`src/rtl/cella_pkg.sv`:
```
// Opcodes and sequencer state encodings shared by the CIM array command path.
// Combinational constants only; no latency or backpressure of its own.
package cella_pkg;

  localparam logic [1:0] OP_MAC   = 2'b00;
  localparam logic [1:0] OP_WRITE = 2'b01;
  localparam logic [1:0] OP_READ  = 2'b10;
  localparam logic [1:0] OP_IDLE  = 2'b11;

  typedef enum logic [2:0] {
    ST_IDLE  = 3'd0,
    ST_SETUP = 3'd1,
    ST_EXEC  = 3'd2,
    ST_WAIT  = 3'd3,
    ST_RESP  = 3'd4
  } seq_state_t;

endpackage

```
`src/rtl/array_cmd_seq_if.sv`:
```
// Host request/response channel of the array command sequencer.
// Both directions use valid/ready; the host is the master and the sequencer is the slave.
interface array_cmd_seq_if #(
  parameter int ACC_W = 16
);

  logic             req_valid;
  logic             req_ready;
  logic [1:0]       req_op;
  logic [3:0]       req_bank;
  logic [2:0]       req_col;
  logic [15:0]      req_wdata;
  logic [15:0]      req_act;
  logic             req_acc;
  logic             rsp_valid;
  logic             rsp_ready;
  logic [ACC_W-1:0] rsp_data;

  modport master (
    output req_valid, req_op, req_bank, req_col, req_wdata, req_act, req_acc, rsp_ready,
    input  req_ready, rsp_valid, rsp_data
  );

  modport slave (
    input  req_valid, req_op, req_bank, req_col, req_wdata, req_act, req_acc, rsp_ready,
    output req_ready, rsp_valid, rsp_data
  );

endinterface

```
`src/rtl/array_cmd_seq_mac_accum.sv`:
```
// Accumulator plus response register; MAC loads or adds res_data, READ passes it through.
// Updates on the sample strobe only (no latency beyond the register); holds otherwise.
module mac_accum
  import cella_pkg::*;
#(
  parameter int RES_W = 8,
  parameter int ACC_W = 16
) (
  input  logic             clk,
  input  logic             rst,
  input  logic             sample,
  input  logic             is_mac,
  input  logic             acc_en,
  input  logic [RES_W-1:0] res_data,
  output logic [ACC_W-1:0] rsp_data
);

  logic [ACC_W-1:0] acc;
  logic [ACC_W-1:0] res_ext;
  logic [ACC_W-1:0] sum;

  assign res_ext = ACC_W'(res_data);
  // Wraps modulo 2^ACC_W by construction of the adder width.
  assign sum     = acc_en ? (acc + res_ext) : res_ext;

  always_ff @(posedge clk) begin
    if (rst) begin
      acc      <= '0;
      rsp_data <= '0;
    end else if (sample) begin
      if (is_mac) begin
        acc      <= sum;
        rsp_data <= sum;
      end else begin
        rsp_data <= res_ext;
      end
    end
  end

endmodule

```
`src/rtl/array_cmd_seq.sv`:
```
// Command initiator for array_ctrl: one command at a time, 2 drive cycles then RES_LAT wait; response held until rsp_ready.
// req_ready only in IDLE. Optional accumulator under `define MAC_ACC_EN.
module array_cmd_seq
  import cella_pkg::*;
#(
  parameter int RES_W   = 8,
  parameter int ACC_W   = 16,
  parameter int RES_LAT = 2
) (
  input  logic             clk,
  input  logic             rst,
  array_cmd_seq_if.slave   host,
  output logic [1:0]       op_code,
  output logic [3:0]       addr_bank,
  output logic [2:0]       addr_col,
  output logic [15:0]      data_bank,
  output logic [15:0]      data_in,
  input  logic [RES_W-1:0] res_data,
  output logic             busy
);

  localparam logic [3:0] LAST_CNT = 4'(RES_LAT - 1);

  seq_state_t       state;
  logic [1:0]       op_q;
  logic [3:0]       cnt;
  logic             rsp_valid_q;
  logic [ACC_W-1:0] rsp_data_q;
  logic             sample;

  assign host.req_ready = (state == ST_IDLE) && !rst;
  assign host.rsp_valid = rsp_valid_q;
  assign host.rsp_data  = rsp_data_q;
  assign busy           = (state != ST_IDLE);
  assign sample         = (state == ST_WAIT) && (cnt == LAST_CNT);

`ifdef MAC_ACC_EN
  logic acc_q;

  always_ff @(posedge clk) begin
    if (rst) begin
      acc_q <= 1'b0;
    end else if (host.req_valid && host.req_ready && host.req_op != OP_IDLE) begin
      acc_q <= host.req_acc;
    end
  end

  mac_accum #(
    .RES_W (RES_W),
    .ACC_W (ACC_W)
  ) u_mac_accum (
    .clk      (clk),
    .rst      (rst),
    .sample   (sample),
    .is_mac   (op_q == OP_MAC),
    .acc_en   (acc_q),
    .res_data (res_data),
    .rsp_data (rsp_data_q)
  );
`else
  logic unused_req_acc;
  assign unused_req_acc = host.req_acc;

  always_ff @(posedge clk) begin
    if (rst) begin
      rsp_data_q <= '0;
    end else if (sample) begin
      rsp_data_q <= ACC_W'(res_data);
    end
  end
`endif

  always_ff @(posedge clk) begin
    if (rst) begin
      state       <= ST_IDLE;
      op_q        <= OP_IDLE;
      cnt         <= '0;
      rsp_valid_q <= 1'b0;
      op_code     <= OP_IDLE;
      addr_bank   <= '0;
      addr_col    <= '0;
      data_bank   <= '0;
      data_in     <= '0;
    end else begin
      case (state)
        ST_IDLE: begin
          // NOP is consumed here with no array activity and no response.
          if (host.req_valid && host.req_op != OP_IDLE) begin
            state     <= ST_SETUP;
            op_q      <= host.req_op;
            op_code   <= host.req_op;
            addr_bank <= '0;
            addr_col  <= '0;
            data_bank <= '0;
            data_in   <= '0;
            case (host.req_op)
              OP_MAC: begin
                data_bank <= host.req_wdata;
                data_in   <= host.req_act;
              end
              OP_WRITE: begin
                addr_bank <= host.req_bank;
                data_bank <= {8'h00, host.req_wdata[7:0]};
              end
              default: begin
                addr_col  <= host.req_col;
                data_bank <= {12'h000, host.req_wdata[3:0]};
              end
            endcase
          end
        end
        ST_SETUP: state <= ST_EXEC;
        ST_EXEC: begin
          cnt <= '0;
          if (op_q == OP_WRITE) begin
            state     <= ST_IDLE;
            op_code   <= OP_IDLE;
            addr_bank <= '0;
            addr_col  <= '0;
            data_bank <= '0;
            data_in   <= '0;
          end else begin
            state <= ST_WAIT;
          end
        end
        ST_WAIT: begin
          if (cnt == LAST_CNT) begin
            state       <= ST_RESP;
            rsp_valid_q <= 1'b1;
            op_code     <= OP_IDLE;
            addr_bank   <= '0;
            addr_col    <= '0;
            data_bank   <= '0;
            data_in     <= '0;
          end else begin
            cnt <= cnt + 4'd1;
          end
        end
        ST_RESP: begin
          if (host.rsp_ready) begin
            rsp_valid_q <= 1'b0;
            state       <= ST_IDLE;
          end
        end
        default: state <= ST_IDLE;
      endcase
    end
  end

endmodule

```
`src/flat_wrapper.sv`:
```
// flat-port wrapper written by rule: the top's interface ports become plain ports
module array_cmd_seq_flat import cella_pkg::*;
#(
  parameter int RES_W   = 8,
  parameter int ACC_W   = 16,
  parameter int RES_LAT = 2
)
  (clk, rst, op_code, addr_bank, addr_col, data_bank, data_in, res_data, busy, host_req_valid, host_req_op, host_req_bank, host_req_col, host_req_wdata, host_req_act, host_req_acc, host_rsp_ready, host_req_ready, host_rsp_valid, host_rsp_data);
  array_cmd_seq_if #(.ACC_W(ACC_W)) host_i ();
  input  logic clk;
  input  logic rst;
  output logic [1:0] op_code;
  output logic [3:0] addr_bank;
  output logic [2:0] addr_col;
  output logic [15:0] data_bank;
  output logic [15:0] data_in;
  input  logic [RES_W-1:0] res_data;
  output logic busy;
  input wire logic [$bits(host_i.req_valid)-1:0] host_req_valid;
  input wire logic [$bits(host_i.req_op)-1:0] host_req_op;
  input wire logic [$bits(host_i.req_bank)-1:0] host_req_bank;
  input wire logic [$bits(host_i.req_col)-1:0] host_req_col;
  input wire logic [$bits(host_i.req_wdata)-1:0] host_req_wdata;
  input wire logic [$bits(host_i.req_act)-1:0] host_req_act;
  input wire logic [$bits(host_i.req_acc)-1:0] host_req_acc;
  input wire logic [$bits(host_i.rsp_ready)-1:0] host_rsp_ready;
  output wire logic [$bits(host_i.req_ready)-1:0] host_req_ready;
  output wire logic [$bits(host_i.rsp_valid)-1:0] host_rsp_valid;
  output wire logic [$bits(host_i.rsp_data)-1:0] host_rsp_data;
  assign host_i.req_valid = host_req_valid;
  assign host_i.req_op = host_req_op;
  assign host_i.req_bank = host_req_bank;
  assign host_i.req_col = host_req_col;
  assign host_i.req_wdata = host_req_wdata;
  assign host_i.req_act = host_req_act;
  assign host_i.req_acc = host_req_acc;
  assign host_i.rsp_ready = host_rsp_ready;
  assign host_req_ready = host_i.req_ready;
  assign host_rsp_valid = host_i.rsp_valid;
  assign host_rsp_data = host_i.rsp_data;
  array_cmd_seq #(.RES_W(RES_W), .ACC_W(ACC_W), .RES_LAT(RES_LAT)) u_core (.clk(clk), .rst(rst), .host(host_i), .op_code(op_code), .addr_bank(addr_bank), .addr_col(addr_col), .data_bank(data_bank), .data_in(data_in), .res_data(res_data), .busy(busy));
endmodule
```
`config.mk`:
```
export PLATFORM = sky130hd
export DESIGN_NAME = array_cmd_seq_flat
export DESIGN_NICKNAME = d
export VERILOG_FILES = /design/src/rtl/cella_pkg.sv /design/src/rtl/array_cmd_seq_if.sv /design/src/rtl/array_cmd_seq_mac_accum.sv /design/src/rtl/array_cmd_seq.sv /design/src/flat_wrapper.sv
export SDC_FILE = /design/constraint.sdc
export NUM_CORES = 1
export LEC_CHECK = 0
export CAP_MARGIN = 0
export CORE_MARGIN = 2
export CORE_UTILIZATION = 42
export CTS_CLUSTER_DIAMETER = 60
export CTS_CLUSTER_SIZE = 28
export DETAILED_ROUTE_END_ITERATION = 12
export GPL_TIMING_DRIVEN = 0
export PLACE_DENSITY = 0.8
export SLEW_MARGIN = 20
export SYNTH_ARGS = -nofsm -noshare
export SYNTH_HDL_FRONTEND = slang
export SYNTH_SLANG_ARGS = --single-unit
```
`constraint.sdc`:
```
create_clock -name clk -period 2.15 [get_ports clk]
set_clock_uncertainty 0.15 [all_clocks]
set_input_delay 0.43 -clock clk [delete_from_list [all_inputs] [get_ports clk]]
set_output_delay 0.43 -clock clk [all_outputs]
set_load 0.01 [all_outputs]
```
==> summary.txt <==
Clocking
  • Clock slew at reported path FFs: ~0.06 ns
  • Hold Buf Count CTS: 0
  • Clk sink count: between 50 and 60
  • Cts bufs inserted: 9
  • CTS tree: built
  • Max clock buf depth: 2
  • Clk_lat worst skew: ~0.33 ns
  • H-Tree Depth: 3
  • Clock root cell: clkbuf_8

Die
  • Die X: roughly 83 µm
  • Rows: 28
  • Chip Height: 83.3 µm
  • Ports: approximately 110
  • Starting density of the core: 0.441
  • Core area: 5990 µm²
  • Die area: about 6900 µm²

Routing
  • Vias per inst: between 4 and 5
  • Drt wl/cell: 13.5 µm
  • Antenna viol nets, final: 0
  • Via count: approximately 2,300
  • DRC Markers: 0
  • Drt total wl: 6650 µm
  • DR iter-0 viols: 79
  • Pre-antenna DRT Iters: 5

Placed design
  • GPL Wtd Cong: roughly 0.79
  • Worst slack at placement: -0.550 ns
  • Port bufs: 102
  • Placed cell area: around 3800 µm²
  • Post-detail-place hpwl: about 5000 µm

Pwr
  • Static Leakage: between 0.0015 and 0.002 µW
  • Power Dens Cells: around 1100 nW/µm²
  • Max VDD drop: 0.000599 V
  • Pwr Total: between 4000 and 5000 µW

Cells and area
  • Ant. Diodes: 0
  • Fin nets: ~470
  • Most common cell after layout, fill and taps aside: clkdlybuf4s50_1
  • Register area: 1180 µm²
  • Most frequent cells in the layout: 100 x clkdlybuf4s50_1, 58 x dfxtp_1, 47 x nand2_1, 42 x nand2b_1, 41 x mux2i_1
  • Multi-input gate area: ~1300 µm²
  • Post-route cell area: about 4000 µm²
  • Layout cells sized above 1: 0.103
  • Synth-to-layout area growth: 51.1%
  • Fill cells: around 480
  • Final Util: 0.666

Logic synthesis
  • Syn avg cell area: around 9.1 µm²
  • Syn Inst Count: 291
  • Post-Syn Area: 2640 µm²
  • Leading area contributor after synthesis: dfxtp_1
  • Seq/Total Area, Yosys: 0.447
  • Share of the synthesized area in the top cell type: 0.447
  • Syn. warnings: 0
  • Synth cell types: 37
  • Synth top area cells: dfxtp_1 45%, mux2i_1 16%, nand2b_1 9.9%
  • #FFs+latches synth: ~60

Timing
  • Final worst slack: around 0.085 ns
  • Fin. Hold Viols: 0
  • Tightest Pin Transition: between 0.5 and 0.6 ns
  • Setup violators final: 0
  • Post-layout min period: a little over 2 ns
  • Slew margin rel.: 0.622
  • Post-route setup TNS: 0 ns
  • Fin. max-slew vios: 0
  • Final worst path period share: 0.960
  • F_max: 484 MHz

Outcome
  • Status: finished, final reports clean

Global route
  • Grt ovf: 0
  • Met1 Resource Use GR: 0.231
  • Gr busiest metal: met2
  • GRT met3 Usage: 0.0746
  • First-pass GRT wire length: about 11,000 µm
  • Total GRT Usage: 0.189
  • Vias in the first global route: around 2,300
  • Initial antenna violation count: 0
  • Largest net degree at the start of global routing: 11
  • GR Util met2: 0.301

Setup path
  • CP Capture Type: flop
  • Arrival time worst endpoint: 2.10 ns
  • Worst-path fanout max: 10
  • Worst Path Required: approximately 2.2 ns
  • Crit path launch type: input port
  • Crit Path Category: in2reg

Job
  • Max Cap Viol: 0

Hold path
  • Hold WC Path Type: reg2reg
-- path summary, 6_finish.rpt --
kind / start / end / slack, ns / depth (start not counted)
hold reg to reg: u_core.host.rsp_data[6] / u_core.host.rsp_data[6] / 0.31 / 2
hold / removal: u_core.host.rsp_data[6] / u_core.host.rsp_data[6] / 0.31 / 2
setup / recovery: host_req_op[1] / u_core.op_code[1] / 0.09 / 7
setup reg to reg: u_core.cnt[1] / u_core.op_code[1] / 0.13 / 8
-- state kept, by name, indices dropped and copies added (netlist names) --
register	flops
u_core.state	3
u_core.op_code	2
u_core.addr_col	3
u_core.host.rsp_data	8
u_core.host.rsp_valid	1
u_core.data_bank	16
u_core.addr_bank	4
u_core.cnt	4
u_core.op_q	2
u_core.data_in	16
-- Yosys cell counts --
master,number
a211o_1,1
a211oi_1,1
a21boi_1,1
a21o_1,2
a21oi_1,11
a31oi_1,1
and2_1,1
and3b_1,1
buf_1,1
buf_2,4
buf_4,9
buf_6,4
clkbuf_1,10
conb_1,1
dfxtp_1,59
ha_1,2
inv_1,2
mux2i_1,41
nand2_1,47
nand2b_1,42
nand3_1,12
nand3b_1,1
nand4_1,1
nor2_1,15
nor2b_1,2
nor3_1,3
nor3b_1,2
nor3b_2,1
nor4_2,1
o21ai_0,2
o21bai_1,2
o22ai_1,1
o31ai_1,1
or3_1,2
or4b_2,1
xnor2_1,2
xor2_1,1
-- critical path, cell delays in order --
cell and delay [ns]:
clkdlybuf4s50_1 0.57, a21boi_2 0.20, o22ai_1 0.11, or3_1 0.35, buf_4 0.17, buf_6 0.16, mux2i_1 0.12
-- report_power, final --
part	leakage, µW	internal, µW	switching [µW]	total (µW)
sequential	0.000479	1290	97.4	1380
clock	0.0000905	479	412	891
combinational	0.00104	1040	913	1950
-- repair_timing --
item | CTS | global route
setup endpoints to repair | 2 | 50
gates resized for setup | 6 | 9
setup buffers | 0 | 1
pin swaps | 0 | 0
hold endpoints to repair | 0 | 0
-- layer usage --
layer | vias up | part of all wire
li1 | 1183 | -
met1 | 1054 | 0.45
met2 | 101 | 0.45
met3 | 10 | 0.083
met4 | 0 | 0.015
met5 | - | 0
-- final cells by class --
class | instances | area share
inverters | 2 | 0.00188
multi-input cells | 209 | 0.334
clock buffers | 14 | 0.0408
plain buffers | 28 | 0.0448
clock inverters | 2 | 0.00251
flip-flops and latches | 59 | 0.296
repair buffers | 103 | 0.256
well taps | 75 | 0.0235
-- stage by stage --
step,hold slack (ns),std cells
after floorplan,0.312,298
after global placement,0.291,475
after detailed placement,0.299,475
after CTS,0.293,491
after global routing,0.325,492
final,0.306,492
-- logic make-up (layout without fill, tap and decap cells) --
group,count (synthesis),count (layout),synth area share
DFF,59,59,0.447
and+or+nand+nor,132,132,0.255
buffers and inverters,30,149,0.0687
muxes,41,41,0.155
AOI/OAI and AO/OA,23,23,0.0526
xor gates and xnor gates,3,3,0.00995
adders and majority gates,2,2,0.00947
other,1,8,0.00142
Note: power is estimated with default switching activity, not from simulation.
